<file path="src/rtl/uart_pkg.sv">
// Shared definitions for the UART peripheral: register map, parity codes,
// STATUS/CTRL bit positions and the TX/RX state encodings.
package uart_pkg;

  localparam logic [1:0] ADDR_DATA   = 2'd0;
  localparam logic [1:0] ADDR_STATUS = 2'd1;
  localparam logic [1:0] ADDR_CTRL   = 2'd2;
  localparam logic [1:0] ADDR_DIV    = 2'd3;

  localparam logic [1:0] PAR_EVEN = 2'b01;
  localparam logic [1:0] PAR_ODD  = 2'b10;

  localparam int ST_TX_FULL  = 0;
  localparam int ST_TX_EMPTY = 1;
  localparam int ST_RX_VALID = 2;
  localparam int ST_RX_FULL  = 3;
  localparam int ST_TX_BUSY  = 4;
  localparam int ST_RX_OVR   = 5;
  localparam int ST_PAR_ERR  = 6;
  localparam int ST_FRM_ERR  = 7;
  localparam int ST_TX_OVF   = 8;

  localparam int CTRL_STOP2 = 2;
  localparam int CTRL_RX_IE = 3;
  localparam int CTRL_TX_IE = 4;

  typedef enum logic [2:0] {
    TX_IDLE, TX_START, TX_DATA, TX_PARITY, TX_STOP1, TX_STOP2
  } tx_state_t;

  typedef enum logic [2:0] {
    RX_IDLE, RX_START_CHK, RX_DATA, RX_PARITY, RX_STOP
  } rx_state_t;

endpackage

</file>
<file path="src/rtl/uart_fifo_periph_if.sv">
// Register-bus port between the peripheral hub (master) and the UART (slave).
interface uart_fifo_periph_if;
  logic        sel;
  logic        we;
  logic [1:0]  addr;
  logic [31:0] wdata;
  logic [31:0] rdata;

  modport master (output sel, we, addr, wdata, input rdata);
  modport slave  (input sel, we, addr, wdata, output rdata);
endinterface

</file>
<file path="src/rtl/sync_fifo.sv">
// Single-clock FIFO with extra-MSB pointers; a push into a full FIFO is
// accepted when a pop happens in the same cycle.
module sync_fifo #(
  parameter int WIDTH = 8,
  parameter int DEPTH = 8
) (
  input  logic                     clk,
  input  logic                     reset,
  input  logic                     push,
  input  logic [WIDTH-1:0]         wdata,
  input  logic                     pop,
  output logic [WIDTH-1:0]         rdata,
  output logic                     full,
  output logic                     empty,
  output logic [$clog2(DEPTH):0]   count
);
  localparam int AW = $clog2(DEPTH);

  logic [WIDTH-1:0] mem [DEPTH];
  logic [AW:0]      wptr, rptr;
  logic             push_ok, pop_ok;

  assign empty   = (wptr == rptr);
  assign full    = (wptr[AW] != rptr[AW]) && (wptr[AW-1:0] == rptr[AW-1:0]);
  assign count   = wptr - rptr;
  assign pop_ok  = pop && !empty;
  assign push_ok = push && (!full || pop_ok);
  assign rdata   = mem[rptr[AW-1:0]];

  always_ff @(posedge clk) begin
    if (!reset) begin
      wptr <= '0;
      rptr <= '0;
    end else begin
      if (push_ok) wptr <= wptr + 1'b1;
      if (pop_ok)  rptr <= rptr + 1'b1;
    end
  end

  always_ff @(posedge clk) begin
    if (push_ok) mem[wptr[AW-1:0]] <= wdata;
  end
endmodule

</file>
<file path="src/rtl/uart_fifo_periph.sv">
// Memory-mapped UART with programmable framing, runtime baud divisor,
// TX/RX FIFOs, sticky error flags and a level interrupt.
module uart_fifo_periph
  import uart_pkg::*;
#(
  parameter int          DATA_BITS  = 8,
  parameter int          FIFO_DEPTH = 8,
  parameter logic [15:0] DIV_RESET  = 16'd434
) (
  input  logic                     clk,
  input  logic                     reset,
  uart_fifo_periph_if.slave        bus,
  input  logic                     rx,
  output logic                     tx,
  output logic                     irq
);
  localparam int CW = $clog2(FIFO_DEPTH) + 1;

  function automatic logic [15:0] eff_div(input logic [15:0] d);
    return (d < 16'd4) ? 16'd4 : d;
  endfunction

  function automatic logic par_bit(input logic [DATA_BITS-1:0] d, input logic odd);
    return (^d) ^ odd;
  endfunction

  logic [4:0]  ctrl;
  logic [15:0] div;
  logic        rx_ovr, par_err, frm_err, tx_ovf;
  logic        wr, rd, clr, par_on, par_odd;
  logic [31:0] status;

  logic                 tx_push, tx_pop, tx_full, tx_empty;
  logic [DATA_BITS-1:0] tx_head;
  logic [CW-1:0]        tx_count;
  logic                 rx_push, rx_pop, rx_full, rx_empty;
  logic [DATA_BITS-1:0] rx_head;
  logic [CW-1:0]        rx_count;
  logic                 par_set, frm_set;

  assign wr      = bus.sel & bus.we;
  assign rd      = bus.sel & ~bus.we;
  assign clr     = wr && (bus.addr == ADDR_STATUS);
  assign tx_push = wr && (bus.addr == ADDR_DATA);
  assign rx_pop  = rd && (bus.addr == ADDR_DATA) && !rx_empty;
  assign par_on  = (ctrl[1:0] == PAR_EVEN) || (ctrl[1:0] == PAR_ODD);
  assign par_odd = (ctrl[1:0] == PAR_ODD);

  // TX state machine
  tx_state_t            tx_state, tx_next;
  logic [15:0]          tx_cnt, tx_div;
  logic [3:0]           tx_bit;
  logic [DATA_BITS-1:0] tx_shift;
  logic                 tx_par, tx_par_en, tx_stop2, tx_load, tx_tick, tx_last;

  assign tx_tick = (tx_cnt == tx_div - 16'd1);
  assign tx_last = (tx_bit == 4'(DATA_BITS - 1));
  assign tx_pop  = tx_load;

  always_comb begin
    tx_next = tx_state;
    tx_load = 1'b0;
    case (tx_state)
      TX_IDLE:   tx_load = !tx_empty;
      TX_START:  if (tx_tick) tx_next = TX_DATA;
      TX_DATA:   if (tx_tick && tx_last) tx_next = tx_par_en ? TX_PARITY : TX_STOP1;
      TX_PARITY: if (tx_tick) tx_next = TX_STOP1;
      TX_STOP1:
        if (tx_tick) begin
          if (tx_stop2) begin
            tx_next = TX_STOP2;
          end else begin
            tx_next = TX_IDLE;
            tx_load = !tx_empty;
          end
        end
      TX_STOP2:
        if (tx_tick) begin
          tx_next = TX_IDLE;
          tx_load = !tx_empty;
        end
      default:   tx_next = TX_IDLE;
    endcase
    // Chaining straight into the next START avoids an idle gap between frames.
    if (tx_load) tx_next = TX_START;
  end

  always_ff @(posedge clk) begin
    if (!reset) begin
      tx_state <= TX_IDLE;
      tx_cnt   <= '0;
      tx_bit   <= '0;
    end else begin
      tx_state <= tx_next;
      tx_cnt   <= (tx_load || tx_tick || tx_state == TX_IDLE) ? '0 : tx_cnt + 16'd1;
      if (tx_load) tx_bit <= '0;
      else if (tx_state == TX_DATA && tx_tick) tx_bit <= tx_bit + 4'd1;
    end
  end

  always_ff @(posedge clk) begin
    if (tx_load) begin
      tx_shift  <= tx_head;
      tx_div    <= eff_div(div);
      tx_par_en <= par_on;
      tx_par    <= par_bit(tx_head, par_odd);
      tx_stop2  <= ctrl[CTRL_STOP2];
    end else if (tx_state == TX_DATA && tx_tick) begin
      tx_shift <= tx_shift >> 1;
    end
  end

  always_comb begin
    case (tx_state)
      TX_START:  tx = 1'b0;
      TX_DATA:   tx = tx_shift[0];
      TX_PARITY: tx = tx_par;
      default:   tx = 1'b1;
    endcase
  end

  // RX synchroniser and state machine
  rx_state_t            rx_state, rx_next;
  logic                 rx_s1, rx_s2, rx_prev, rx_fall;
  logic [15:0]          rx_cnt, rx_div;
  logic [3:0]           rx_bit;
  logic [DATA_BITS-1:0] rx_shift;
  logic                 rx_par_en, rx_par_odd, rx_par_bad;
  logic                 rx_start, rx_tick, rx_half, rx_last, rx_clr;

  assign rx_fall = rx_prev & ~rx_s2;
  assign rx_tick = (rx_cnt == rx_div - 16'd1);
  assign rx_half = (rx_cnt == (rx_div >> 1) - 16'd1);
  assign rx_last = (rx_bit == 4'(DATA_BITS - 1));
  assign rx_clr  = (rx_state == RX_IDLE) || ((rx_state == RX_START_CHK) ? rx_half : rx_tick);

  always_ff @(posedge clk) begin
    if (!reset) begin
      rx_s1   <= 1'b1;
      rx_s2   <= 1'b1;
      rx_prev <= 1'b1;
    end else begin
      rx_s1   <= rx;
      rx_s2   <= rx_s1;
      rx_prev <= rx_s2;
    end
  end

  always_comb begin
    rx_next  = rx_state;
    rx_start = 1'b0;
    rx_push  = 1'b0;
    par_set  = 1'b0;
    frm_set  = 1'b0;
    case (rx_state)
      RX_IDLE:
        if (rx_fall) begin
          rx_start = 1'b1;
          rx_next  = RX_START_CHK;
        end
      RX_START_CHK: if (rx_half) rx_next = rx_s2 ? RX_IDLE : RX_DATA;
      RX_DATA:      if (rx_tick && rx_last) rx_next = rx_par_en ? RX_PARITY : RX_STOP;
      RX_PARITY:    if (rx_tick) rx_next = RX_STOP;
      RX_STOP:
        if (rx_tick) begin
          rx_push = 1'b1;
          par_set = rx_par_en & rx_par_bad;
          frm_set = ~rx_s2;
          rx_next = RX_IDLE;
        end
      default:      rx_next = RX_IDLE;
    endcase
  end

  always_ff @(posedge clk) begin
    if (!reset) begin
      rx_state <= RX_IDLE;
      rx_cnt   <= '0;
      rx_bit   <= '0;
    end else begin
      rx_state <= rx_next;
      rx_cnt   <= rx_clr ? '0 : rx_cnt + 16'd1;
      if (rx_start) rx_bit <= '0;
      else if (rx_state == RX_DATA && rx_tick) rx_bit <= rx_bit + 4'd1;
    end
  end

  always_ff @(posedge clk) begin
    if (rx_start) begin
      rx_div     <= eff_div(div);
      rx_par_en  <= par_on;
      rx_par_odd <= par_odd;
    end
    if (rx_state == RX_DATA && rx_tick) rx_shift <= {rx_s2, rx_shift[DATA_BITS-1:1]};
    if (rx_state == RX_PARITY && rx_tick) rx_par_bad <= (rx_s2 != par_bit(rx_shift, rx_par_odd));
  end

  sync_fifo #(.WIDTH(DATA_BITS), .DEPTH(FIFO_DEPTH)) u_tx_fifo (
    .clk(clk), .reset(reset), .push(tx_push), .wdata(bus.wdata[DATA_BITS-1:0]),
    .pop(tx_pop), .rdata(tx_head), .full(tx_full), .empty(tx_empty), .count(tx_count)
  );

  sync_fifo #(.WIDTH(DATA_BITS), .DEPTH(FIFO_DEPTH)) u_rx_fifo (
    .clk(clk), .reset(reset), .push(rx_push), .wdata(rx_shift),
    .pop(rx_pop), .rdata(rx_head), .full(rx_full), .empty(rx_empty), .count(rx_count)
  );

  // Registers and sticky flags; a new error outranks a same-cycle clear.
  always_ff @(posedge clk) begin
    if (!reset) begin
      ctrl    <= '0;
      div     <= DIV_RESET;
      rx_ovr  <= 1'b0;
      par_err <= 1'b0;
      frm_err <= 1'b0;
      tx_ovf  <= 1'b0;
    end else begin
      if (wr && bus.addr == ADDR_CTRL) ctrl <= bus.wdata[4:0];
      if (wr && bus.addr == ADDR_DIV)  div  <= bus.wdata[15:0];
      rx_ovr  <= (rx_ovr  & ~(clr & bus.wdata[ST_RX_OVR]))  | (rx_push && rx_full && !rx_pop);
      par_err <= (par_err & ~(clr & bus.wdata[ST_PAR_ERR])) | par_set;
      frm_err <= (frm_err & ~(clr & bus.wdata[ST_FRM_ERR])) | frm_set;
      tx_ovf  <= (tx_ovf  & ~(clr & bus.wdata[ST_TX_OVF]))  | (tx_push && tx_full && !tx_pop);
    end
  end

  always_comb begin
    status              = '0;
    status[ST_TX_FULL]  = tx_full;
    status[ST_TX_EMPTY] = tx_empty;
    status[ST_RX_VALID] = ~rx_empty;
    status[ST_RX_FULL]  = rx_full;
    status[ST_TX_BUSY]  = (tx_state != TX_IDLE);
    status[ST_RX_OVR]   = rx_ovr;
    status[ST_PAR_ERR]  = par_err;
    status[ST_FRM_ERR]  = frm_err;
    status[ST_TX_OVF]   = tx_ovf;
  end

  always_comb begin
    bus.rdata = '0;
    if (bus.sel) begin
      case (bus.addr)
        ADDR_DATA:   if (!rx_empty) bus.rdata[DATA_BITS-1:0] = rx_head;
        ADDR_STATUS: bus.rdata = status;
        ADDR_CTRL:   bus.rdata[4:0] = ctrl;
        default:     bus.rdata[15:0] = div;
      endcase
    end
  end

  assign irq = (ctrl[CTRL_RX_IE] & ~rx_empty) | (ctrl[CTRL_TX_IE] & tx_empty)
             | rx_ovr | par_err | frm_err | tx_ovf;

endmodule

</file>
<file path="src/flat_wrapper.sv">
// flat-port wrapper written by rule: the top's interface ports become plain ports
module uart_fifo_periph_flat import uart_pkg::*;
#(
  parameter int          DATA_BITS  = 8,
  parameter int          FIFO_DEPTH = 8,
  parameter logic [15:0] DIV_RESET  = 16'd434
)
  (clk, reset, rx, tx, irq, bus_sel, bus_we, bus_addr, bus_wdata, bus_rdata);
  uart_fifo_periph_if bus_i ();
  input  logic clk;
  input  logic reset;
  input  logic rx;
  output logic tx;
  output logic irq;
  input wire logic [$bits(bus_i.sel)-1:0] bus_sel;
  input wire logic [$bits(bus_i.we)-1:0] bus_we;
  input wire logic [$bits(bus_i.addr)-1:0] bus_addr;
  input wire logic [$bits(bus_i.wdata)-1:0] bus_wdata;
  output wire logic [$bits(bus_i.rdata)-1:0] bus_rdata;
  assign bus_i.sel = bus_sel;
  assign bus_i.we = bus_we;
  assign bus_i.addr = bus_addr;
  assign bus_i.wdata = bus_wdata;
  assign bus_rdata = bus_i.rdata;
  uart_fifo_periph #(.DATA_BITS(DATA_BITS), .FIFO_DEPTH(FIFO_DEPTH), .DIV_RESET(DIV_RESET)) u_core (.clk(clk), .reset(reset), .bus(bus_i), .rx(rx), .tx(tx), .irq(irq));
endmodule
</file>
<file path="config.mk">
export PLATFORM = sky130hd
export DESIGN_NAME = uart_fifo_periph_flat
export DESIGN_NICKNAME = d
export VERILOG_FILES = /design/src/rtl/uart_pkg.sv /design/src/rtl/uart_fifo_periph_if.sv /design/src/rtl/sync_fifo.sv /design/src/rtl/uart_fifo_periph.sv /design/src/flat_wrapper.sv
export SDC_FILE = /design/constraint.sdc
export NUM_CORES = 1
export LEC_CHECK = 0
export CAP_MARGIN = 20
export CORE_UTILIZATION = 52
export DETAILED_ROUTE_END_ITERATION = 10
export MAX_ROUTING_LAYER = met4
export PLACE_DENSITY = 0.71
export SLEW_MARGIN = 20
export SYNTH_ARGS = -nofsm -noshare
export SYNTH_HDL_FRONTEND = slang
export SYNTH_SLANG_ARGS = --single-unit
</file>
<file path="constraint.sdc">
create_clock -name clk -period 7.54 [get_ports clk]
set_input_delay 1.508 -clock clk [delete_from_list [all_inputs] [get_ports clk]]
set_output_delay 1.508 -clock clk [all_outputs]
set_load 0.05 [all_outputs]
</file>
==> impl_metrics.env <==
export IMPL_status="complete, no violations"
export IMPL_power_density_nw_per_um2=253
export IMPL_intPower_w=0.00282
export IMPL_max_freq_ghz=0.177
export IMPL_grt_most_used_layer="met2"
export IMPL_leakage_nw=4.86
export IMPL_die_h_um=161
export IMPL_cpMaxStageDelayCell="clkdlybuf4s50_1"
export IMPL_post_route_util_pct=59.8
export IMPL_grt_max_degree=37
export IMPL_endpoint_kind="primary output"
export IMPL_syn_inst=1105
export IMPL_crit_fanout=25
export IMPL_pwr_share_clk_pct=39.9
export IMPL_slowest_delay_ns=0.89
export IMPL_synth_distinct_cells=73
export IMPL_synth_area_leaders="edfxtp_1 (42%), dfxtp_1 (15%), mux4_2 (5.5%)"
export IMPL_setup_viol=0
export IMPL_syn_cell_area_um2=13100
export IMPL_routed_wirelength_um=27500
export IMPL_grt_pass1_wl_um=43600
export IMPL_cts_buffers=29
export IMPL_grt_usage_pct=22.1
export IMPL_path_clk_slew_ns=0.06
export IMPL_dieArea_um2=25800
export IMPL_finalSetupTns_ns=0
export IMPL_nets=1165
export IMPL_post_route_period_util_pct=74.9
export IMPL_worst_slew_pin_slew_ns=0.948
export IMPL_clock_sinks=278
export IMPL_viasPerCell=5.78
export IMPL_postPlaceCellArea_um2=13700
export IMPL_fin_crit_ns=5.65
export IMPL_crit_top_cell="clkdlybuf4s50_1"
export IMPL_cts_resized=0
export IMPL_ant_nets=0
export IMPL_htree_levels=1
export IMPL_cts_root_buffer="clkbuf_16"
export IMPL_globalRouteMet3Util_pct=3.64
export IMPL_drv_slew=0
export IMPL_drive_gt1_share_pct=10.8
export IMPL_p_sw_share_pct=23.9
export IMPL_cts_buffer_depth=3
export IMPL_report_final_hold_viol_count=0
export IMPL_grtUsageMet2_pct=33.6
export IMPL_ys_seq_area_share_pct=56.4
export IMPL_vias=8435
export IMPL_p_comb_share_pct=12.5
export IMPL_place_congestion=0.897
export IMPL_cpLargestDelayFamily="buffers and inverters"
export IMPL_finClkSkew_ns=0.00890
export IMPL_ios=73
export IMPL_critical_path_required_ns=6.03
export IMPL_gr_usage_met1_pct=31.4
export IMPL_async_flop_share_pct=0
export IMPL_synth_seq_cells=278
export IMPL_antenna_found_initial=0
export IMPL_overflow=0
export IMPL_dp_cells=1407
export IMPL_dr_pass1_iters=5
export IMPL_rsz0062_at_grt="false"
export IMPL_yosysTopAreaCell="edfxtp_1"
export IMPL_initial_core_util_pct=53.4
export IMPL_seqPwrFrac_pct=47.7
export IMPL_fill_cells=1957
export IMPL_coreArea_um2=24500
export IMPL_port_buffers=40
export IMPL_cap_violations=0
export IMPL_grt_pass1_vias=7947
export IMPL_crit_chain="clkdlybuf4s50_1 -> nor2_1 -> nand3_1 -> o22ai_1 -> clkdlybuf4s50_1"
export IMPL_syn2layout_area_growth_pct=12.1
export IMPL_min_path_type="flip-flop to flip-flop"
export IMPL_cts_hold_buf=0
export IMPL_critPathArrivalTime_ns=4.14
export IMPL_avgSynthCellArea_um2=11.8
export IMPL_synth_top_cell_area_share_pct=41.8
export IMPL_cts_tree="built"
export IMPL_crit_type="input port to primary output"
export IMPL_worstSkewPairLatency_ns=0.53
export IMPL_dp_hpwl_um=18800
export IMPL_post_cts_buffers=0
export IMPL_r2r_slack_ns=2.90
export IMPL_worstReg2RegStart="u_core.tx_div[0]"
export IMPL_seq_area_um2=7390
export IMPL_cp_start_kind="input port"
export IMPL_crit_start="bus_addr[1]"
export IMPL_ir_worst_vdd_mv=0.201
export IMPL_synth_ff_type="edfxtp_1"
export IMPL_min_from="u_core.rx_s1"
export IMPL_cp_buffers_inverters=2
export IMPL_drc_errors=0
export IMPL_multi_input_area_um2=5290
export IMPL_relSlewSlack_pct=36.6
export IMPL_num_rows=57
export IMPL_yosys_warnings=0
export IMPL_die_w_um=161
export IMPL_mostFrequentLayoutCell="edfxtp_1"
export IMPL_netSwitchingPower_w=0.000887
export IMPL_stdcell_area_um2=14700
export IMPL_synth_edff_count=182
export IMPL_wl_per_cell_um=18.8
export IMPL_n_antenna_cell=0
export IMPL_final_cell_mix="edfxtp_1 (182), nor2_1 (99), dfxtp_1 (96)"
export IMPL_stdcell_count=1460
export IMPL_drtIter0Drc=643
[Yosys cell counts, types with 8 or more instances]
library cell / instances
nand3_1: 36
nor2b_1: 13
or3_1: 8
mux2_2: 19
and2_1: 13
mux4_2: 32
nor3b_1: 10
ha_1: 12
nor3_1: 33
xnor2_1: 64
buf_4: 16
edfxtp_1: 182
nor2_1: 99
inv_1: 28
mux2i_1: 21
and3_1: 9
nand2_1: 88
nor4_1: 17
o21ai_0: 12
clkbuf_1: 65
nand2b_1: 23
dfxtp_1: 96
nand4_1: 17
a31oi_1: 8
xor2_1: 48
a21oi_1: 21
[power by group through the flow]
stage	Sequential, W	Clock [W]	Combinational [W]
2_1_floorplan	0.00177	0	0.000380
3_3_place_gp	0.00180	0	0.000455
3_5_place_dp	0.00180	0	0.000461
4_1_cts	0.00177	0.00151	0.000465
5_1_grt	0.00178	0.00157	0.000502
6_report	0.00177	0.00148	0.000462
[flip-flops by register name, summed over array words and instances, names as in the netlist, 5 cells and up, named ones only]
name and count:
u_core.ctrl 5, u_core.rx_div 16, u_core.rx_shift 8, u_core.u_tx_fifo.mem 64
u_core.tx_cnt 16, u_core.rx_cnt 16, u_core.u_rx_fifo.mem 64, u_core.tx_div 16
u_core.tx_shift 8, u_core.div 16
[per-layer routing]
metal,share of wire [%],vias to the layer above
li1,-,4020
met1,46,4119
met2,46,264
met3,7.2,32
met4,1.4,0
met5,0,-
[kinds of logic (layout without fill, tap and decap cells)]
| family | Yosys count | after routing | share of synthesized area (%) |
|---|---|---|---|
| XOR/XNOR | 115 | 115 | 8.02 |
| AO/OA/AOI/OAI | 107 | 107 | 5.98 |
| AND/OR/NAND/NOR | 404 | 404 | 15.8 |
| multiplexers | 72 | 72 | 8.75 |
| adder cells (fa/ha/maj) | 12 | 12 | 1.15 |
| buffers and inverters | 116 | 132 | 3.81 |
| flip-flops | 278 | 278 | 56.4 |
| other | 1 | 16 | 0.0286 |
[final timing paths]
path / to / depth (start not counted)
setup / recovery: bus_rdata[6] / 5
hold / removal: u_core.rx_s2 / 1
setup reg to reg: u_core.u_tx_fifo.mem[2][4] / 11
hold reg to reg: u_core.rx_s2 / 1
[area by class of cell]
type	instances	area share, %
clock inverter	17	1.27
timing repair buffer	50	3.24
sequential	278	50.3
inverter	29	0.742
tap	324	2.76
clock buffer	36	5.62
multi-input combinational	726	36.0
[metrics by stage]
step | total power (W) | hold WS, ns | worst slack, ns
3_3_place_gp | 0.00225 | 0.396 | 1.99
5_1_grt | 0.00385 | 0.414 | 1.74
6_report | 0.00371 | 0.404 | 1.89
4_1_cts | 0.00374 | 0.406 | 1.91
3_5_place_dp | 0.00226 | 0.393 | 1.93
2_1_floorplan | 0.00215 | 0.386 | 2.94
Note: power is estimated with default switching activity, not from simulation.
==> RTL edit: new RTL, config.mk and constraints unchanged <==
`FIFO_DEPTH` is set to 8 in 2 places; all go to 4.
--- a/src/rtl/uart_fifo_periph.sv
+++ b/src/rtl/uart_fifo_periph.sv
@@ -6,3 +6,3 @@
   parameter int          DATA_BITS  = 8,
-  parameter int          FIFO_DEPTH = 8,
+  parameter int          FIFO_DEPTH = 4,
   parameter logic [15:0] DIV_RESET  = 16'd434
--- a/src/flat_wrapper.sv
+++ b/src/flat_wrapper.sv
@@ -4,3 +4,3 @@
   parameter int          DATA_BITS  = 8,
-  parameter int          FIFO_DEPTH = 8,
+  parameter int          FIFO_DEPTH = 4,
   parameter logic [15:0] DIV_RESET  = 16'd434
Behaviour: not the same (Yosys sat finds a counterexample within 10 cycles, from zero or initial values and one cycle with reset low).
==> RTL edit against the original RTL <==
- final cell count down 14%
- maximum frequency increased by 1.0%
- die area shrank 21%
- cell area decreased by 21%
- critical path depth increased by 1
- first-iteration DRC count decreased by 16%
- routed wire length fell by 23%
- synthesized area fell by 21%
- count of clock-buffer cells in the layout increased by 1
- hold slack better by 0.0041 ns
- total power shrank 25%
- sequential cell count fell by 70
- worst setup slack improved by 0.058 ns
- clock skew shrank 0.00074 ns
==> RTL edit: results <==
[critical_path]
path_max_fanout = 21
critPathArrivalTime_ns = 4.08

[yosys]
synth-edff-count = 118
ys_warn_count = 0
ys_types = 69
syn_inst = 961
ys_seq_area_share_pct = 51.58
ys_async_sr_fraction_pct = 0
synth_area_leaders = edfxtp_1 (34%), dfxtp_1 (17%), xnor2_1 (4.8%)
yosys-top-cells-count = edfxtp_1 (118), dfxtp_1 (90), nor2_1 (86)

[place]
dp.cells = 1211
place_hpwl_um = 14910
port_buffers = 40
gp_congestion = 0.8847

[routing]
dr.pass1.iters = 5
drt_wl_total_um = 21230
initialDrtViolationCount = 543
vias_per_cell = 5.552

[clock_tree]
clk_latency_ns = 0.52
cts_root_buffer = clkbuf_16
clk_pin_slew_ns = 0.06
post_cts_buffers = 0
cts_buffers = 23
h-tree-depth = 1

[sta]
finalSetupViolations = 0
fin_skew_ns = 0.008160
slew_headroom_pct = 44.62

[power]
total_leakage_power_nw = 3.959
max-vdd-ir-drop_uv = 229.4

[status]
status = complete, no violations

[global_route]
grt_pass1_vias = 6496
grt_usage_pct = 22.33
grt_pass1_wl_um = 34470
grt_max_degree = 38

[finish]
instances_no_fill = 1253
fin_nets = 1028
drive_gt1_share_pct = 7.692
n_antenna_cell = 0
[RTL edit: worst paths after layout]
kind / from / end / slack, ns / cells after the start
max reg2reg: u_core.tx_div[3]$_DFFE_PN_ / u_core.tx_shift[0]$_DFFE_PP_ / 3.41 / 9
min reg2reg: u_core.rx_s1$_SDFF_PN1_ / u_core.rx_s2$_SDFF_PN1_ / 0.41 / 1
max: bus_addr[1] / bus_rdata[7] / 1.95 / 6
min: u_core.rx_s1$_SDFF_PN1_ / u_core.rx_s2$_SDFF_PN1_ / 0.41 / 1
[RTL edit: area by class of cell]
| cell class | instances | area, um2 |
|---|---|---|
| Multi-Input combinational cell | 664 | 4623 |
| Tap cell | 265 | 331.6 |
| Clock inverter | 5 | 38.79 |
| Inverter | 30 | 112.6 |
| Sequential cell | 208 | 5345 |
| Timing Repair Buffer | 44 | 430.4 |
| Fill cell | 1642 | 7955 |
| Clock buffer | 37 | 689.4 |
[RTL edit: metal layers]
metal,share of wire (%),vias up,global-route usage (%)
li1,-,3399,-
met1,47,3340,31.40
met2,46,186,34.43
met3,5.1,32,3.119
met4,1.7,0,4.697
met5,0,-,-
[RTL edit: stage by stage]
step                      instance area [um2]  setup WS, ns  utilization, %
after CTS                               11570         1.932           59.25
final                                   11570         1.950           59.26
after global placement                  10840         1.950           55.52
after floorplan                         10420         3.099               -
after detailed placement                10840         1.938           55.52
after global routing                    11570         1.778           59.26
[RTL edit: power by group]
| part | leakage [nW] | internal (mW) | switching (mW) | total, mW |
|---|---|---|---|---|
| logic | 1.82 | 0.153 | 0.204 | 0.357 |
| clock network | 0.358 | 0.629 | 0.447 | 1.08 |
| registers | 1.78 | 1.28 | 0.0631 | 1.34 |
| total | 3.96 | 2.06 | 0.715 | 2.77 |
[RTL edit: logic make-up after synthesis]
| family | after synthesis | share of synthesized area (%) |
|---|---|---|
| buffers and inverters | 104 | 4.443 |
| other | 1 | 0.03618 |
| adder cells (fa/ha/maj) | 18 | 2.173 |
| flip-flops | 208 | 51.58 |
| XOR/XNOR | 110 | 9.296 |
| multiplexers | 50 | 7.304 |
| AO/OA/AOI/OAI | 101 | 6.495 |
| AND/OR/NAND/NOR | 369 | 18.68 |
[RTL edit: worst max-delay path, stage by stage]
cell and delay (ns):
clkdlybuf4s50_1 0.81, or2_1 0.45, nor3b_1 0.20, a21oi_1 0.06
nor2b_1 0.21, clkdlybuf4s50_1 0.83
